`config.mk`:
```
export PLATFORM = sky130hd
export DESIGN_NAME = instruction_loader
export DESIGN_NICKNAME = d
export VERILOG_FILES = /design/src/rtl/loader_pkg.sv /design/src/rtl/word_packer.sv /design/src/rtl/instruction_loader.sv
export SDC_FILE = /design/constraint.sdc
export NUM_CORES = 1
export LEC_CHECK = 0
export BUFFER_PORTS_ARGS = -buffer_cell sky130_fd_sc_hd__buf_2
export CAP_MARGIN = 20
export CORE_MARGIN = 2
export CORE_UTILIZATION = 35
export DETAILED_ROUTE_END_ITERATION = 7
export GPL_TIMING_DRIVEN = 1
export SETUP_SLACK_MARGIN = 0.2
export SYNTH_ARGS = -nofsm -noshare
export SYNTH_HDL_FRONTEND = slang
export SYNTH_SLANG_ARGS = --single-unit
export TNS_END_PERCENT = 10
```
`constraint.sdc`:
```
create_clock -name clock -period 4.2 [get_ports clock]
set_clock_uncertainty 0.2 [all_clocks]
set_input_delay 0.42 -clock clock [delete_from_list [all_inputs] [get_ports clock]]
set_output_delay 0.42 -clock clock [all_outputs]
set_load 0.02 [all_outputs]
```
`src/rtl/loader_pkg.sv`:
```
// Shared types and constants for the instruction-memory loader.
package loader_pkg;
    typedef enum logic [2:0] {
        IDLE,
        LEN_LO,
        LEN_HI,
        DATA,
        CHECK,
        DONE,
        ERROR
    } loader_state_t;

    localparam int BYTES_PER_WORD = 4;
    localparam int LEN_WIDTH      = 16;
endpackage

```
`src/rtl/word_packer.sv`:
```
// Packs a little-endian byte stream into 32-bit words; the completed word is
// presented combinationally on the edge that accepts its fourth byte.
module word_packer
    import loader_pkg::*;
(
    input  logic        clock,
    input  logic        reset,
    input  logic [7:0]  byte_in,
    input  logic        accept,
    input  logic        clear,
    output logic [31:0] word,
    output logic        word_complete
);
    logic [1:0]  byte_index;
    logic [23:0] shift_reg;

    assign word          = {byte_in, shift_reg};
    assign word_complete = accept && (byte_index == 2'(BYTES_PER_WORD - 1));

    always_ff @(posedge clock or negedge reset) begin
        if (!reset) begin
            byte_index <= 2'd0;
            shift_reg  <= 24'd0;
        end else if (clear) begin
            byte_index <= 2'd0;
            shift_reg  <= 24'd0;
        end else if (accept) begin
            byte_index <= byte_index + 2'd1;
            shift_reg  <= {byte_in, shift_reg[23:8]};
        end
    end
endmodule

```
`src/rtl/instruction_loader.sv`:
```
// Receives a length-prefixed, XOR-checksummed program stream, writes it to
// instruction memory word by word and releases the CPU once the load checks out.
module instruction_loader
    import loader_pkg::*;
#(
    parameter int ADDR_WIDTH = 8
) (
    input  logic                 clock,
    input  logic                 reset,
    input  logic                 start,
    input  logic [7:0]           byte_in,
    input  logic                 byte_valid,
    output logic                 byte_ready,
    output logic                 mem_write_en,
    output logic [31:0]          mem_write_address,
    output logic [31:0]          mem_write_data,
    output logic                 cpu_hold,
    output logic                 load_done,
    output logic                 load_error,
    output logic [LEN_WIDTH-1:0] word_count
);
    localparam int unsigned DEPTH = 32'd1 << ADDR_WIDTH;

    loader_state_t        state;
    logic [LEN_WIDTH-1:0] length;
    logic [LEN_WIDTH-1:0] length_next;
    logic [7:0]           checksum;
    logic                 accept;
    logic                 start_taken;
    logic [31:0]          packed_word;
    logic                 word_complete;

    assign byte_ready  = (state == LEN_LO) || (state == LEN_HI) ||
                         (state == DATA)   || (state == CHECK);
    assign accept      = byte_valid && byte_ready;
    assign start_taken = start && ((state == IDLE) || (state == DONE) || (state == ERROR));
    assign length_next = {byte_in, length[7:0]};

    assign cpu_hold   = (state != DONE);
    assign load_done  = (state == DONE);
    assign load_error = (state == ERROR);

    word_packer u_word_packer (
        .clock         (clock),
        .reset         (reset),
        .byte_in       (byte_in),
        .accept        (accept && (state == DATA)),
        .clear         (start_taken),
        .word          (packed_word),
        .word_complete (word_complete)
    );

    always_ff @(posedge clock or negedge reset) begin
        if (!reset) begin
            state             <= IDLE;
            length            <= '0;
            checksum          <= 8'd0;
            word_count        <= '0;
            mem_write_en      <= 1'b0;
            mem_write_address <= 32'd0;
            mem_write_data    <= 32'd0;
        end else begin
            mem_write_en <= 1'b0;
            if (start_taken) begin
                state      <= LEN_LO;
                length     <= '0;
                checksum   <= 8'd0;
                word_count <= '0;
            end else if (accept) begin
                case (state)
                    LEN_LO: begin
                        length[7:0] <= byte_in;
                        checksum    <= checksum ^ byte_in;
                        state       <= LEN_HI;
                    end
                    LEN_HI: begin
                        length[15:8] <= byte_in;
                        checksum     <= checksum ^ byte_in;
                        // Oversize programs are refused before any word is written.
                        if (length_next == '0)
                            state <= CHECK;
                        else if ({16'd0, length_next} > DEPTH)
                            state <= ERROR;
                        else
                            state <= DATA;
                    end
                    DATA: begin
                        checksum <= checksum ^ byte_in;
                        if (word_complete) begin
                            mem_write_en      <= 1'b1;
                            mem_write_data    <= packed_word;
                            mem_write_address <= {14'd0, word_count, 2'b00};
                            word_count        <= word_count + 16'd1;
                            if (word_count + 16'd1 == length)
                                state <= CHECK;
                        end
                    end
                    CHECK: begin
                        state <= (byte_in == checksum) ? DONE : ERROR;
                    end
                    default: begin
                    end
                endcase
            end
        end
    end
endmodule

```
==> results of run 1 <==
-- worst max path at each step --
stage | startpoint | to
6_report | word_count[0] | state[0]
3_3_place_gp | word_count[0] | state[0]
3_5_place_dp | word_count[0] | state[2]
5_1_grt | word_count[0] | state[2]
2_1_floorplan | word_count[0] | state[0]
4_1_cts | word_count[0] | state[2]
-- synth_stat cells, types with 3 or more instances --
| library cell | n |
|---|---|
| nand3_1 | 8 |
| nor3_1 | 3 |
| a31oi_1 | 4 |
| nor4_1 | 10 |
| nor3b_1 | 4 |
| o21ai_0 | 35 |
| buf_4 | 16 |
| and3_1 | 3 |
| buf_2 | 5 |
| dfrtp_1 | 118 |
| xor2_1 | 22 |
| nand2_1 | 249 |
| inv_1 | 7 |
| a21oi_1 | 51 |
| nand3b_1 | 6 |
| clkbuf_1 | 35 |
| nand4_1 | 6 |
| o31ai_1 | 7 |
| nor2b_1 | 4 |
| nand2b_1 | 3 |
| xnor2_1 | 16 |
| nor2_1 | 25 |
| buf_1 | 6 |
-- cell families after synthesis --
kind of cell             synth area share
flip-flops                          0.511
AO/OA/AOI/OAI                       0.111
adder cells (fa/ha/maj)           0.00433
AND/OR/NAND/NOR                     0.255
XOR/XNOR                           0.0576
buffers and inverters              0.0572
multiplexers                      0.00346
other                            0.000649
-- routing by layer --
| metal | vias up | wire length, microns | global-route usage |
|---|---|---|---|
| met5 | - | 0 | 0 |
| met4 | 0 | 165 | 0.0520 |
| met3 | 12 | 685 | 0.0483 |
| met2 | 128 | 6140 | 0.252 |
| met1 | 2271 | 7040 | 0.233 |
| li1 | 2326 | - | - |
-- critical path, stage by stage (launching register included) --
cell and delay, ns:
dfrtp_1 0.48, ha_1 0.36, nand4_4 0.20, nor4_1 0.58
xnor2_1 0.19, nor2_1 0.05, nor4b_1 0.31, a31oi_1 0.25
a211o_1 0.31
-- metrics by stage --
| step | util | hold WS [ns] |
|---|---|---|
| floorplan | - | -0.0756 |
| global placement | 0.392 | 0.255 |
| detailed placement | 0.392 | 0.257 |
| CTS | 0.427 | 0.108 |
| global route | 0.427 | 0.105 |
| finish | 0.427 | 0.122 |
-- layout make-up --
cell class | instances | area (sq um)
multi-input combinational | 507 | 2550
clock inverter | 11 | 100
inverter | 7 | 26.3
fill | 1646 | 9170
tap | 216 | 270
sequential | 118 | 2950
timing repair buffer | 87 | 470
clock buffer | 21 | 460
-- power groups by stage --
stage / Clock, uW / Sequential (uW) / Combinational, uW
2_1_floorplan: 0 / 1880 / 844
3_3_place_gp: 0 / 1790 / 1320
3_5_place_dp: 0 / 1800 / 1340
4_1_cts: 1400 / 1790 / 1340
5_1_grt: 1470 / 1840 / 1500
6_report: 1380 / 1780 / 1330
-- repair_timing --
| item | in CTS | in global routing |
|---|---|---|
| hold buffers | 1 | 0 |
| setup buffers | 0 | 0 |
| endpoints found under the hold margin | 57 | 0 |
==> flow_summary.yaml, run 1 <==
pwr:
  p_leak_uw: 0.00337
  swShare: 0.373
  total_power_uw: 4490
  power.switching_uw: 1670
  intPower_uw: 2820
  combPwrFrac: 0.296
  seq_power_share: 0.397
  power_frac_clock: 0.308
  p_per_area_nw_per_um2: 657
  worst_ir_drop_vdd_mv: 0.349
yosys:
  yosysTopAreaCell: "dfrtp_1"
  async_reset_ff_frac: 1.00
  ys_ff_latch: 118
  synth_seq_area_share: 0.511
  postSynthCellCount: 680
  synth.distinct_cells: 52
  synthTopCellsByArea: "dfrtp_1, nand2_1, a21oi_1, xor2_1, o21ai_0"
  synth_top_area_frac: 0.511
  yosysWarnings: 0
  synth_edf_count: 0
  synth_area_sq_um: 5780
  synth.avg_cell_area_sq_um: 8.50
  synth-main-ff-cell: "dfrtp_1"
place:
  place_hpwl_microns: 9010
  place.gp.congestion: 0.849
  dpl_cell_area_sq_um: 6260
  place_inst: 934
  post-place-ws_ns: 1.19
  numPortBuffers: 80
clocking:
  cts_buffer_depth: 2
  numCtsBuffers: 17
  clk_pin_slew_ns: 0.05
  post_cts_resized: 0
  cts_tree: "yes"
  numClockSinks: 118
  cts_max_level: 4
  root_buffer: "clkbuf_16"
  clk_latency_ns: 0.42
routing:
  viasPerCell: 4.90
  ant_nets: 0
  drtIter0Drc: 343
  wl_microns: 14000
  vias: 4737
  wl_per_cell_microns: 14.5
  drc: 0
  dr.pass1.iters: 4
worst_hold_path:
  min_path_type: "in -> reg"
  worstHoldStart: "byte_in[4]"
  whs_path_depth: 3
  hold-path-endpoint: "mem_write_data[28]"
global_routing:
  grtUsageTotal: 0.167
  grt_pass1_vias: 4604
  grt_remaining_overflow: 0
  grt_pass1_wl_microns: 23600
  grt_start_max_net_pins: 70
  antenna_found_initial: 0
layout:
  drive_gt1_frac: 0.168
  largest_reg_flops: 32
  diodes: 0
  final_cell_mix: "nand2_1, dfrtp_1, buf_2"
  fin_area_sq_um: 6840
  layoutNonFillerInstCount: 967
  final_common_cell: "nand2_1"
  layout.nets: 752
  synthToLayoutAreaGrowth_pct: 18.3
worst_setup_path:
  crit_required_ns: 4.30
  endpoint_kind: "flip-flop"
  r2r_cells: 8
  worst-setup-path-type: "reg -> reg"
  r2r_end: "state[0]"
  reg2reg_slack_ns: 1.16
  arrival_ns: 3.14
  critPathMaxFanout: 8
  r2r-start: "word_count[0]"
  cp-start-kind: "flip-flop"
floorplanning:
  chipWidth_microns: 133
  die_y_microns: 133
  core_sq_um: 16000
  dieArea_sq_um: 17600
  start_util: 0.361
  ioPinCount: 97
  num_rows: 46
timing:
  worst_pin_slew_ns: 0.975
  drv_slew: 0
  hold_violations: 0
  period_share: 0.723
  period_minus_slack_ns: 3.04
  slew_headroom: 0.348
  fin_ws_ns: 1.16
  setup-tns-final_ns: 0
  setup_viol: 0
  rsz0062_at_grt: "no"
  fmax_mhz: 329
outcome:
  status: "finished, final reports clean"
flow_run:
  cap_violations: 0
Power figures use the tool's default switching activity.
==> inputs of run 2 (changes only) <==
--- a/config.mk
+++ b/config.mk
@@ -5,6 +5,7 @@
 export SDC_FILE = /design/constraint.sdc
 export NUM_CORES = 1
 export LEC_CHECK = 0
+export ABC_AREA = 1
 export BUFFER_PORTS_ARGS = -buffer_cell sky130_fd_sc_hd__buf_2
 export CAP_MARGIN = 20
 export CORE_MARGIN = 2
==> constraint.sdc (replaced) <==
create_clock -name clock -period 2.8 [get_ports clock]
set_clock_uncertainty 0.2 [all_clocks]
set_input_delay 0.28 -clock clock [delete_from_list [all_inputs] [get_ports clock]]
set_output_delay 0.28 -clock clock [all_outputs]
set_load 0.02 [all_outputs]
==> flow_summary.yaml, run 2 <==
floorplanning:
  dieArea_sq_um: 17100
  chipWidth_microns: 131
  die_y_microns: 131
  start_util: 0.356
  ioPinCount: 97
  core_sq_um: 15800
  num_rows: 46
worst_setup_path:
  cp.buffers_inverters: 0
  crit_required_ns: 2.90
  cp_top_family: "simple AND/OR/NAND/NOR gates"
  r2r-start: "word_count[1]"
  critPathMaxFanout: 8
  crit_path_cell_trace: "ha_1 -> nand2_2 -> nor2_8 -> nand2_2 -> nand2_2 -> nand2_1 -> nand2_1 -> nand2_1 -> nor2_1 -> nand2_1 -> nor2_1 -> nand2_1 -> nand2_2 -> nand2_2 -> nand2_1 -> nand2_1"
  worst-setup-path-type: "reg -> reg"
  reg2reg_slack_ns: 0.56
  critPathMaxStageDelay_ns: 0.43
  arrival_ns: 2.35
  endpoint_kind: "flip-flop"
  cp-start-kind: "flip-flop"
  r2r_cells: 16
  path_common_cell: "nand2_1"
  cp_slowest_cell: "dfrtp_1"
  r2r_end: "state[1]"
yosys:
  postSynthCellCount: 679
  synth_edf_count: 0
  synthTopCellsByArea: "dfrtp_1, nand2_1, o21ai_0, inv_1, nand3_1"
  synth_top_area_frac: 0.524
  synth_seq_area_share: 0.524
  ys_ff_latch: 118
  synth.distinct_cells: 35
  synth_area_sq_um: 5640
  synth.avg_cell_area_sq_um: 8.30
  async_reset_ff_frac: 1.00
  yosysMostFrequentCell: "nand2_1"
  synth-main-ff-cell: "dfrtp_1"
  synthTopCellsByCount: "nand2_1, dfrtp_1, inv_1"
  yosysWarnings: 0
  yosysTopAreaCell: "dfrtp_1"
pwr:
  p_per_area_nw_per_um2: 802
  p_leak_uw: 0.00364
  total_power_uw: 5500
  worst_ir_drop_vdd_mv: 0.493
clocking:
  root_buffer: "clkbuf_16"
  clk_pin_slew_ns: 0.05
  numCtsBuffers: 17
  cts_tree: "yes"
  cts_buffer_depth: 2
  clk_latency_ns: 0.41
  cts_max_level: 4
  numClockSinks: 118
  cts_setup_buffers: 0
global_routing:
  grt_start_max_net_pins: 69
  antenna_found_initial: 1
  grt_pass1_wl_microns: 22500
  grt_pass1_vias: 4367
  grtUsageTotal: 0.170
  grt_remaining_overflow: 0
flow_run:
  cap_violations: 0
routing:
  vias: 4583
  dr.pass1.iters: 5
  wl_microns: 13600
  drc: 0
  drtIter0Drc: 319
  ant_nets: 0
  wl_per_cell_microns: 13.6
  viasPerCell: 4.59
timing:
  worst_pin_slew_ns: 0.602
  period_minus_slack_ns: 2.24
  drv_slew: 0
  worst_hold_slack_ns: 0.0141
  setup_viol: 0
  hold_violations: 0
  rsz0062_at_grt: "no"
  period_share: 0.802
  fmax_mhz: 445
  slew_headroom: 0.598
  setup-tns-final_ns: 0
layout:
  layout.nets: 783
  diodes: 0
  drive_gt1_frac: 0.193
  final_common_cell: "nand2_1"
  largest_reg_flops: 32
  synthToLayoutAreaGrowth_pct: 21.7
  final_cell_mix: "nand2_1, dfrtp_1, inv_1"
worst_hold_path:
  whs_path_depth: 4
  min_path_type: "in -> reg"
  worstHoldStart: "byte_in[1]"
  hold-path-endpoint: "checksum[1]"
place:
  place_hpwl_microns: 9760
  numPortBuffers: 80
  place.gp.congestion: 0.848
outcome:
  status: "finished, final reports clean"
[run 2: cell types whose count changed in the layout (fill, tap and decap cells not counted), sizes merged, moves of 11 or more]
| cell | delta |
|---|---|
| nor2 | +18 |
| a21oi | -36 |
| a22oi | +14 |
| xnor2 | -15 |
| nand3 | +31 |
| o21ai | +33 |
| inv | +82 |
| xor2 | -11 |
| nand2 | -47 |
[run 2: how the worst max path moves through the flow]
stage               slack (ns)        to           from  depth (start not counted)
finish                    0.56  state[1]  word_count[1]                         16
global route              0.24  state[1]  word_count[1]                         14
CTS                       0.48  state[1]  word_count[0]                         14
detailed placement        0.49  state[1]  word_count[0]                         14
global placement          0.54  state[1]  word_count[1]                         14
floorplan                 0.67  state[2]  word_count[0]                         16
[run 2: metrics by stage]
stage | utilization | worst slack, ns | instance area, sq um | cells
floorplan | - | 0.670 | 5690 | 694
global placement | 0.394 | 0.536 | 6240 | 964
detailed placement | 0.394 | 0.488 | 6240 | 964
CTS | 0.433 | 0.476 | 6860 | 998
global route | 0.433 | 0.243 | 6860 | 998
finish | 0.433 | 0.555 | 6860 | 998
[run 2: tightest hold or removal path, cell delays in order]
cell,delay (ns)
buf_2,0.09
xor2_1,0.08
nand2_1,0.07
a21oi_1,0.06
[run 2: repair_timing]
action / CTS / global route
setup endpoints to repair: 0 / 3
endpoints found under the hold margin: 40 / 0
resized for setup: 0 / 2
hold buffers: 2 / 0
[run 2: per-layer routing]
metal,global-route usage,share of wire,vias up
met5,0,0,-
met4,0.0569,0.012,0
met3,0.0375,0.039,16
met2,0.261,0.46,94
met1,0.240,0.48,2143
li1,-,-,2330
[run 2: logic make-up (layout without fill, tap and decap cells)]
family	count (synthesis)	in the layout	share of synthesized area
AOI/OAI and AO/OA	111	111	0.113
adders and majority gates	2	2	0.00444
xor gates and xnor gates	13	13	0.0226
buffers and inverters	126	214	0.0974
and+or+nand+nor	308	308	0.238
other	1	16	0.000665
DFF	118	118	0.524
[run 2: area by class of cell]
cell class / instances / area, sq um
timing repair buffer: 91 / 503
multi-input combinational: 450 / 2190
tap: 216 / 270
clock buffer: 24 / 502
fill: 1579 / 8970
sequential: 118 / 2950
clock inverter: 8 / 95.1
inverter: 91 / 342
[run 2: where the power goes]
group | total, uW | switching (uW) | internal (uW)
clock | 2170 | 752 | 1420
sequential | 2120 | 187 | 1930
combinational | 1210 | 824 | 387
total | 5500 | 1760 | 3740
